[src/rtl/axi_arb_pkg.sv]
//==============================================================================
// Module      : axi_arb_pkg
// Description : Shared constants and state type for the AXI4-lite two-requester
//               arbiter (axi_lite_master_arbiter).
// Revision    : 1.0 - initial release
//==============================================================================
`default_nettype none

package axi_arb_pkg;

    localparam logic [1:0] ST_IDLE = 2'd0;
    localparam logic [1:0] ST_WR   = 2'd1;
    localparam logic [1:0] ST_RD   = 2'd2;

    localparam int NREQ    = 2;
    localparam int REQ_SPI = 0;
    localparam int REQ_CPU = 1;

    typedef enum logic [1:0] {
        S_IDLE = ST_IDLE,
        S_WR   = ST_WR,
        S_RD   = ST_RD
    } arb_state_e;

endpackage

`default_nettype wire

[src/rtl/axi_lite_master_arbiter_if.sv]
//==============================================================================
// Module      : axi_lite_master_arbiter_if
// Description : Requester-side (s_*) and fabric-side (axi_*) AXI4-lite signals
//               of the arbiter. 'master' is the arbiter's view, 'slave' is the
//               view of the surrounding requesters and fabric.
// Revision    : 1.0 - initial release
//==============================================================================
`default_nettype none

interface axi_lite_master_arbiter_if #(
    parameter int sword = 32
);
    import axi_arb_pkg::*;

    // Requester side, bit/slice i belongs to requester i
    logic [NREQ-1:0]           s_awvalid, s_wvalid, s_bready, s_arvalid, s_rready;
    logic [NREQ-1:0]           s_awready, s_wready, s_bvalid, s_arready, s_rvalid;
    logic [NREQ*sword-1:0]     s_awaddr, s_araddr, s_wdata;
    logic [NREQ*3-1:0]         s_awprot, s_arprot;
    logic [NREQ*sword/8-1:0]   s_wstrb;
    logic [sword-1:0]          s_rdata;

    // Fabric side
    logic                      axi_awvalid, axi_wvalid, axi_bready, axi_arvalid, axi_rready;
    logic                      axi_awready, axi_wready, axi_bvalid, axi_arready, axi_rvalid;
    logic [sword-1:0]          axi_awaddr, axi_araddr, axi_wdata;
    logic [2:0]                axi_awprot, axi_arprot;
    logic [sword/8-1:0]        axi_wstrb;
    logic [sword-1:0]          axi_rdata;

    modport master (
        input  s_awvalid, s_wvalid, s_bready, s_arvalid, s_rready,
        input  s_awaddr, s_araddr, s_wdata, s_awprot, s_arprot, s_wstrb,
        output s_awready, s_wready, s_bvalid, s_arready, s_rvalid, s_rdata,
        output axi_awvalid, axi_wvalid, axi_bready, axi_arvalid, axi_rready,
        output axi_awaddr, axi_araddr, axi_wdata, axi_awprot, axi_arprot, axi_wstrb,
        input  axi_awready, axi_wready, axi_bvalid, axi_arready, axi_rvalid, axi_rdata
    );

    modport slave (
        output s_awvalid, s_wvalid, s_bready, s_arvalid, s_rready,
        output s_awaddr, s_araddr, s_wdata, s_awprot, s_arprot, s_wstrb,
        input  s_awready, s_wready, s_bvalid, s_arready, s_rvalid, s_rdata,
        input  axi_awvalid, axi_wvalid, axi_bready, axi_arvalid, axi_rready,
        input  axi_awaddr, axi_araddr, axi_wdata, axi_awprot, axi_arprot, axi_wstrb,
        output axi_awready, axi_wready, axi_bvalid, axi_arready, axi_rvalid, axi_rdata
    );

endinterface

`default_nettype wire

[src/rtl/axi_arb_picker.sv]
//==============================================================================
// Module      : axi_arb_picker
// Description : Chooses the winning requester. AXI_ARB_ROUND_ROBIN_EN selects
//               round-robin with a pointer register; otherwise requester 0
//               has fixed priority.
// Revision    : 1.0 - initial release
//==============================================================================
`default_nettype none

module axi_arb_picker
    import axi_arb_pkg::*;
(
    input  wire logic [NREQ-1:0] i_req,
`ifdef AXI_ARB_ROUND_ROBIN_EN
    input  wire logic            clk,
    input  wire logic            rst,
    input  wire logic            i_complete,
    input  wire logic            i_served,
`endif
    output logic                 o_winner
);

`ifdef AXI_ARB_ROUND_ROBIN_EN
    // Pointer names the requester favoured on the next tie
    logic r_ptr;

    always_ff @(posedge clk) begin
        if (rst) begin
            r_ptr <= 1'b0;
        end else if (i_complete) begin
            r_ptr <= ~i_served;
        end
    end

    always_comb begin
        o_winner = 1'b0;
        if (i_req[REQ_SPI] && i_req[REQ_CPU]) begin
            o_winner = r_ptr;
        end else if (i_req[REQ_CPU]) begin
            o_winner = 1'b1;
        end
    end
`else
    assign o_winner = ~i_req[REQ_SPI] & i_req[REQ_CPU];
`endif

endmodule

`default_nettype wire

[src/rtl/axi_lite_master_arbiter.sv]
//==============================================================================
// Module      : axi_lite_master_arbiter
// Description : Grants whole AXI4-lite transactions from two requesters onto
//               one master port with zero-latency pass-through.
//               Optional macro AXI_ARB_ROUND_ROBIN_EN enables round-robin.
// Revision    : 1.0 - initial release
//==============================================================================
`default_nettype none

module axi_lite_master_arbiter
    import axi_arb_pkg::*;
#(
    parameter int sword = 32
)
(
    input  wire logic                 CLK,
    input  wire logic                 RST,
    axi_lite_master_arbiter_if.master bus
);

    arb_state_e       r_state;
    arb_state_e       w_state_nxt;
    logic             r_grant;
    logic             r_aw_done;
    logic             r_w_done;
    logic             r_ar_done;
    logic             w_winner;
    logic             w_complete;
    logic [NREQ-1:0]  w_req;
    logic             w_aw_hs;
    logic             w_w_hs;
    logic             w_ar_hs;

    assign w_req   = bus.s_awvalid | bus.s_arvalid;
    assign w_aw_hs = bus.axi_awvalid & bus.axi_awready;
    assign w_w_hs  = bus.axi_wvalid  & bus.axi_wready;
    assign w_ar_hs = bus.axi_arvalid & bus.axi_arready;

    axi_arb_picker u_picker (
        .i_req      (w_req),
`ifdef AXI_ARB_ROUND_ROBIN_EN
        .clk        (CLK),
        .rst        (RST),
        .i_complete (w_complete),
        .i_served   (r_grant),
`endif
        .o_winner   (w_winner)
    );

    // Payloads always follow the registered grant, so reset shows requester 0
    assign bus.axi_awaddr = r_grant ? bus.s_awaddr[2*sword-1 -: sword]     : bus.s_awaddr[sword-1:0];
    assign bus.axi_araddr = r_grant ? bus.s_araddr[2*sword-1 -: sword]     : bus.s_araddr[sword-1:0];
    assign bus.axi_wdata  = r_grant ? bus.s_wdata[2*sword-1 -: sword]      : bus.s_wdata[sword-1:0];
    assign bus.axi_wstrb  = r_grant ? bus.s_wstrb[2*sword/8-1 -: sword/8]  : bus.s_wstrb[sword/8-1:0];
    assign bus.axi_awprot = r_grant ? bus.s_awprot[5:3] : bus.s_awprot[2:0];
    assign bus.axi_arprot = r_grant ? bus.s_arprot[5:3] : bus.s_arprot[2:0];
    assign bus.s_rdata    = bus.axi_rdata;

    always_ff @(posedge CLK) begin
        if (RST) begin
            r_state   <= S_IDLE;
            r_grant   <= 1'b0;
            r_aw_done <= 1'b0;
            r_w_done  <= 1'b0;
            r_ar_done <= 1'b0;
        end else begin
            r_state <= w_state_nxt;
            if (r_state == S_IDLE && (|w_req)) begin
                r_grant <= w_winner;
            end
            if (w_complete) begin
                r_aw_done <= 1'b0;
                r_w_done  <= 1'b0;
                r_ar_done <= 1'b0;
            end else begin
                r_aw_done <= r_aw_done | w_aw_hs;
                r_w_done  <= r_w_done  | w_w_hs;
                r_ar_done <= r_ar_done | w_ar_hs;
            end
        end
    end

    always_comb begin
        w_state_nxt     = r_state;
        w_complete      = 1'b0;
        bus.axi_awvalid = 1'b0;
        bus.axi_wvalid  = 1'b0;
        bus.axi_bready  = 1'b0;
        bus.axi_arvalid = 1'b0;
        bus.axi_rready  = 1'b0;
        bus.s_awready   = '0;
        bus.s_wready    = '0;
        bus.s_bvalid    = '0;
        bus.s_arready   = '0;
        bus.s_rvalid    = '0;

        case (r_state)
            S_IDLE: begin
                // Write wins over read when the winner presents both
                if (|w_req) begin
                    w_state_nxt = bus.s_awvalid[w_winner] ? S_WR : S_RD;
                end
            end
            S_WR: begin
                bus.axi_awvalid         = bus.s_awvalid[r_grant] & ~r_aw_done;
                bus.s_awready[r_grant]  = bus.axi_awready & ~r_aw_done;
                bus.axi_wvalid          = bus.s_wvalid[r_grant] & ~r_w_done;
                bus.s_wready[r_grant]   = bus.axi_wready & ~r_w_done;
                bus.axi_bready          = bus.s_bready[r_grant];
                bus.s_bvalid[r_grant]   = bus.axi_bvalid;
                if (bus.axi_bvalid && bus.s_bready[r_grant]) begin
                    w_state_nxt = S_IDLE;
                    w_complete  = 1'b1;
                end
            end
            S_RD: begin
                bus.axi_arvalid         = bus.s_arvalid[r_grant] & ~r_ar_done;
                bus.s_arready[r_grant]  = bus.axi_arready & ~r_ar_done;
                bus.axi_rready          = bus.s_rready[r_grant];
                bus.s_rvalid[r_grant]   = bus.axi_rvalid;
                if (bus.axi_rvalid && bus.s_rready[r_grant]) begin
                    w_state_nxt = S_IDLE;
                    w_complete  = 1'b1;
                end
            end
            default: begin
                w_state_nxt = S_IDLE;
            end
        endcase
    end

endmodule

`default_nettype wire
[src/flat_wrapper.sv]
// flat-port wrapper written by rule: the top's interface ports become plain ports
module axi_lite_master_arbiter_flat import axi_arb_pkg::*;
#(
    parameter int sword = 32
)
  (CLK, RST, bus_s_awvalid, bus_s_wvalid, bus_s_bready, bus_s_arvalid, bus_s_rready, bus_s_awaddr, bus_s_araddr, bus_s_wdata, bus_s_awprot, bus_s_arprot, bus_s_wstrb, bus_s_awready, bus_s_wready, bus_s_bvalid, bus_s_arready, bus_s_rvalid, bus_s_rdata, bus_axi_awvalid, bus_axi_wvalid, bus_axi_bready, bus_axi_arvalid, bus_axi_rready, bus_axi_awaddr, bus_axi_araddr, bus_axi_wdata, bus_axi_awprot, bus_axi_arprot, bus_axi_wstrb, bus_axi_awready, bus_axi_wready, bus_axi_bvalid, bus_axi_arready, bus_axi_rvalid, bus_axi_rdata);
  axi_lite_master_arbiter_if #(.sword(sword)) bus_i ();
  input  wire logic CLK;
  input  wire logic RST;
  input wire logic [$bits(bus_i.s_awvalid)-1:0] bus_s_awvalid;
  input wire logic [$bits(bus_i.s_wvalid)-1:0] bus_s_wvalid;
  input wire logic [$bits(bus_i.s_bready)-1:0] bus_s_bready;
  input wire logic [$bits(bus_i.s_arvalid)-1:0] bus_s_arvalid;
  input wire logic [$bits(bus_i.s_rready)-1:0] bus_s_rready;
  input wire logic [$bits(bus_i.s_awaddr)-1:0] bus_s_awaddr;
  input wire logic [$bits(bus_i.s_araddr)-1:0] bus_s_araddr;
  input wire logic [$bits(bus_i.s_wdata)-1:0] bus_s_wdata;
  input wire logic [$bits(bus_i.s_awprot)-1:0] bus_s_awprot;
  input wire logic [$bits(bus_i.s_arprot)-1:0] bus_s_arprot;
  input wire logic [$bits(bus_i.s_wstrb)-1:0] bus_s_wstrb;
  output wire logic [$bits(bus_i.s_awready)-1:0] bus_s_awready;
  output wire logic [$bits(bus_i.s_wready)-1:0] bus_s_wready;
  output wire logic [$bits(bus_i.s_bvalid)-1:0] bus_s_bvalid;
  output wire logic [$bits(bus_i.s_arready)-1:0] bus_s_arready;
  output wire logic [$bits(bus_i.s_rvalid)-1:0] bus_s_rvalid;
  output wire logic [$bits(bus_i.s_rdata)-1:0] bus_s_rdata;
  output wire logic [$bits(bus_i.axi_awvalid)-1:0] bus_axi_awvalid;
  output wire logic [$bits(bus_i.axi_wvalid)-1:0] bus_axi_wvalid;
  output wire logic [$bits(bus_i.axi_bready)-1:0] bus_axi_bready;
  output wire logic [$bits(bus_i.axi_arvalid)-1:0] bus_axi_arvalid;
  output wire logic [$bits(bus_i.axi_rready)-1:0] bus_axi_rready;
  output wire logic [$bits(bus_i.axi_awaddr)-1:0] bus_axi_awaddr;
  output wire logic [$bits(bus_i.axi_araddr)-1:0] bus_axi_araddr;
  output wire logic [$bits(bus_i.axi_wdata)-1:0] bus_axi_wdata;
  output wire logic [$bits(bus_i.axi_awprot)-1:0] bus_axi_awprot;
  output wire logic [$bits(bus_i.axi_arprot)-1:0] bus_axi_arprot;
  output wire logic [$bits(bus_i.axi_wstrb)-1:0] bus_axi_wstrb;
  input wire logic [$bits(bus_i.axi_awready)-1:0] bus_axi_awready;
  input wire logic [$bits(bus_i.axi_wready)-1:0] bus_axi_wready;
  input wire logic [$bits(bus_i.axi_bvalid)-1:0] bus_axi_bvalid;
  input wire logic [$bits(bus_i.axi_arready)-1:0] bus_axi_arready;
  input wire logic [$bits(bus_i.axi_rvalid)-1:0] bus_axi_rvalid;
  input wire logic [$bits(bus_i.axi_rdata)-1:0] bus_axi_rdata;
  assign bus_i.s_awvalid = bus_s_awvalid;
  assign bus_i.s_wvalid = bus_s_wvalid;
  assign bus_i.s_bready = bus_s_bready;
  assign bus_i.s_arvalid = bus_s_arvalid;
  assign bus_i.s_rready = bus_s_rready;
  assign bus_i.s_awaddr = bus_s_awaddr;
  assign bus_i.s_araddr = bus_s_araddr;
  assign bus_i.s_wdata = bus_s_wdata;
  assign bus_i.s_awprot = bus_s_awprot;
  assign bus_i.s_arprot = bus_s_arprot;
  assign bus_i.s_wstrb = bus_s_wstrb;
  assign bus_s_awready = bus_i.s_awready;
  assign bus_s_wready = bus_i.s_wready;
  assign bus_s_bvalid = bus_i.s_bvalid;
  assign bus_s_arready = bus_i.s_arready;
  assign bus_s_rvalid = bus_i.s_rvalid;
  assign bus_s_rdata = bus_i.s_rdata;
  assign bus_axi_awvalid = bus_i.axi_awvalid;
  assign bus_axi_wvalid = bus_i.axi_wvalid;
  assign bus_axi_bready = bus_i.axi_bready;
  assign bus_axi_arvalid = bus_i.axi_arvalid;
  assign bus_axi_rready = bus_i.axi_rready;
  assign bus_axi_awaddr = bus_i.axi_awaddr;
  assign bus_axi_araddr = bus_i.axi_araddr;
  assign bus_axi_wdata = bus_i.axi_wdata;
  assign bus_axi_awprot = bus_i.axi_awprot;
  assign bus_axi_arprot = bus_i.axi_arprot;
  assign bus_axi_wstrb = bus_i.axi_wstrb;
  assign bus_i.axi_awready = bus_axi_awready;
  assign bus_i.axi_wready = bus_axi_wready;
  assign bus_i.axi_bvalid = bus_axi_bvalid;
  assign bus_i.axi_arready = bus_axi_arready;
  assign bus_i.axi_rvalid = bus_axi_rvalid;
  assign bus_i.axi_rdata = bus_axi_rdata;
  axi_lite_master_arbiter #(.sword(sword)) u_core (.CLK(CLK), .RST(RST), .bus(bus_i));
endmodule
[config.mk]
export PLATFORM = sky130hd
export DESIGN_NAME = axi_lite_master_arbiter_flat
export DESIGN_NICKNAME = d
export VERILOG_FILES = /design/src/rtl/axi_arb_pkg.sv /design/src/rtl/axi_lite_master_arbiter_if.sv /design/src/rtl/axi_arb_picker.sv /design/src/rtl/axi_lite_master_arbiter.sv /design/src/flat_wrapper.sv
export SDC_FILE = /design/constraint.sdc
export NUM_CORES = 1
export LEC_CHECK = 0
export CAP_MARGIN = 15
export CORE_AREA = 2 2 161 163
export DETAILED_ROUTE_END_ITERATION = 7
export DIE_AREA = 0 0 163 165
export PLACE_DENSITY = 0.5
export SLEW_MARGIN = 20
export SYNTH_ARGS = -nofsm -noshare
export SYNTH_HDL_FRONTEND = slang
export SYNTH_SLANG_ARGS = --single-unit
[constraint.sdc]
create_clock -name CLK -period 2.3 [get_ports CLK]
set_clock_uncertainty 0.2 [all_clocks]
set_input_delay 0.46 -clock CLK [delete_from_list [all_inputs] [get_ports CLK]]
set_output_delay 0.46 -clock CLK [all_outputs]
set_load 0.05 [all_outputs]
==> impl_metrics.json <==
{
  "instances_no_fill": 870,
  "grt_pass1_vias": 2877,
  "power_density_mw_per_mm2": 507,
  "worst_pin_slew_ps": 358,
  "min_from": "u_core.r_state[0]",
  "final_util": 0.231,
  "synth.top_cell.area_share": 0.593,
  "clk_pin_slew_ps": 30,
  "min_delay_worst_endpoint": "u_core.r_state[0]",
  "startpoint_type": "input port",
  "yosysMostFrequentCell": "mux2_2",
  "die_h_um": 165,
  "nets": 805,
  "synth_cells": 215,
  "hold_viol": 0,
  "rr_endpoint": "u_core.r_aw_done",
  "dr_total_vias": 2875,
  "cp_max_fo": 3,
  "syn_area_mm2": 0.00201,
  "p_leak_nw": 2.26,
  "hold_class": "reg -> reg",
  "diodes": 0,
  "ys_async_sr_fraction": 0,
  "gp_congestion": 0.692,
  "insertion_delay_ps": 230,
  "place_ws_ps": 15.3,
  "maxSlewViolCount": 0,
  "start_util": 0.0804,
  "yosysTopAreaCell": "mux2_2",
  "postCtsHoldBufs": 0,
  "ios": 414,
  "synth_flop_cell": "dfxtp_1",
  "wirelength_um": 13000,
  "fmax_mhz": 454,
  "numCtsBuffers": 3,
  "syn-num-nets": 479,
  "htreeDepth": 1,
  "max_cap_viol_count": 0,
  "viasPerCell": 3.30,
  "die_area_mm2": 0.0269,
  "antenna_found_initial": 0,
  "grt_usage": 0.0839,
  "postRouteAntennaNets": 0,
  "holdPathStages": 2,
  "arrival_ps": 1540,
  "core_mm2": 0.0250,
  "rsz0062_at_grt": "false",
  "yosysUniqueCellTypes": 26,
  "dieWidth_um": 163,
  "drive_gt1_frac": 0.481,
  "syn_area_per_cell_um2": 9.36,
  "grt.overflow.total": 0,
  "endpoint_kind": "output pin",
  "area_growth_pct": 188,
  "clockBufferDepth": 2,
  "grt_start_max_net_pins": 34,
  "synth-seq-cells": 6,
  "r2r_cells": 7,
  "rrSetupSlack_ps": 450,
  "cp.required_ps": 1640,
  "ys_warn_count": 0,
  "synth_area_leaders": "mux2_2 (59%), buf_4 (12%), dfxtp_1 (6.0%)",
  "dpl_cell_area_mm2": 0.00565,
  "fin_crit_sh": 0.958,
  "io_buffers": 349,
  "ys_top_cells_by_count": "mux2_2 (106), buf_4 (33), buf_2 (12)",
  "maxSlewHeadroom": 0.758,
  "dr.pass1.iters": 3,
  "place_inst": 861,
  "design_area_mm2": 0.00580,
  "cts_num_sinks": 6,
  "rows": 58,
  "post-route-drc-count": 0,
  "layout_setup_ws_ps": 97.6,
  "setup_viol": 0,
  "outcome": "complete, no violations",
  "critPathKind": "in -> out",
  "period_needed_ps": 2200,
  "synth.yosys.seq_area_share": 0.0597,
  "synth-edff-count": 0,
  "cts_tree": "yes",
  "grt_pass1_wl_um": 17100,
  "hpwlAfterDp_um": 11400,
  "wl_per_cell_um": 14.9,
  "reg2reg_from": "u_core.r_grant",
  "ir_drop_mv": 0.234,
  "drt_iter0_drc": 57,
  "fillCellCount": 2739,
  "holdWs_ps": 301,
  "cts_root_buf": "clkbuf_16"
}
-- registers in the layout, indices dropped and copies added (netlist names) --
register,count
u_core.r_state,2
u_core.r_grant,1
u_core.r_ar_done,1
u_core.r_aw_done,1
u_core.r_w_done,1
-- logic make-up (layout without fill, tap and decap cells) --
logic type	count (synthesis)	after routing	share of synthesized area
muxes	113	113	0.628
and+or+nand+nor	30	30	0.0914
adders and majority gates	3	3	0.0187
AOI/OAI and AO/OA	11	11	0.0361
buffers and inverters	52	377	0.166
DFF	6	6	0.0597
-- final cells by class --
type / instances / area, µm² / area share
sequential: 6 / 124 / 0.0214
clock buffer: 4 / 78.8 / 0.0136
timing repair buffer: 367 / 3540 / 0.611
tap: 330 / 413 / 0.0712
inverter: 6 / 22.5 / 0.00389
multi-input combinational: 157 / 1620 / 0.279
-- how the worst max path moves through the flow --
stage	startpoint	to	slack, ps	cells after the start
6_report	bus_axi_awready	bus_s_awready[0]	100	3
5_1_grt	bus_axi_awready	bus_s_awready[0]	3	3
2_1_floorplan	u_core.r_state[1]	bus_s_awready[0]	-70	4
3_5_place_dp	u_core.r_grant	u_core.r_aw_done	20	6
4_1_cts	u_core.r_grant	bus_axi_awvalid	-5	5
3_3_place_gp	u_core.r_grant	bus_axi_rready	20	4
-- where the power goes --
group	switching (mW)	leakage (nW)	internal (mW)
Sequential	0.0137	0.0497	0.118
Combinational	1.40	2.17	1.10
Clock	0.0672	0.0382	0.231
Total	1.48	2.26	1.45
-- per-stage QoR --
stage	setup TNS, ps	total power, mW
after global placement	0	2.63
after floorplan	-146	1.78
after global routing	0	3.07
after detailed placement	0	2.62
after CTS	-4.94	2.96
final	0	2.94
-- critical path, cell delays in order --
cell             delay [ps]
clkdlybuf4s50_1         490
nor4bb_2                400
buf_12                  190
-- cell usage in the layout (no fill, tap or decap), types with 3 or more instances in the layout --
master and instances:
clkbuf_16 3, buf_12 17, buf_4 122, and4b_1 3
o21a_1 4, dfxtp_1 5, clkdlybuf4s50_1 228, mux2_2 106
mux2i_1 5, inv_1 6, nand2_1 6, nor3b_2 3
nor2_1 7
-- routing by layer --
layer / global-route usage / vias to the layer above / wire length [µm]
met5: 0 / - / 0
met3: 0.0261 / 9 / 1390
met1: 0.0984 / 1295 / 4940
met2: 0.152 / 172 / 6560
met4: 0.0133 / 0 / 108
li1: - / 1399 / -
-- repair_timing --
action,CTS,global route
gates cloned,0,0
setup endpoints to repair,97,3
buffers inserted,3,2
resized for setup,3,1
No activity file was read; power rests on OpenSTA's default activity.
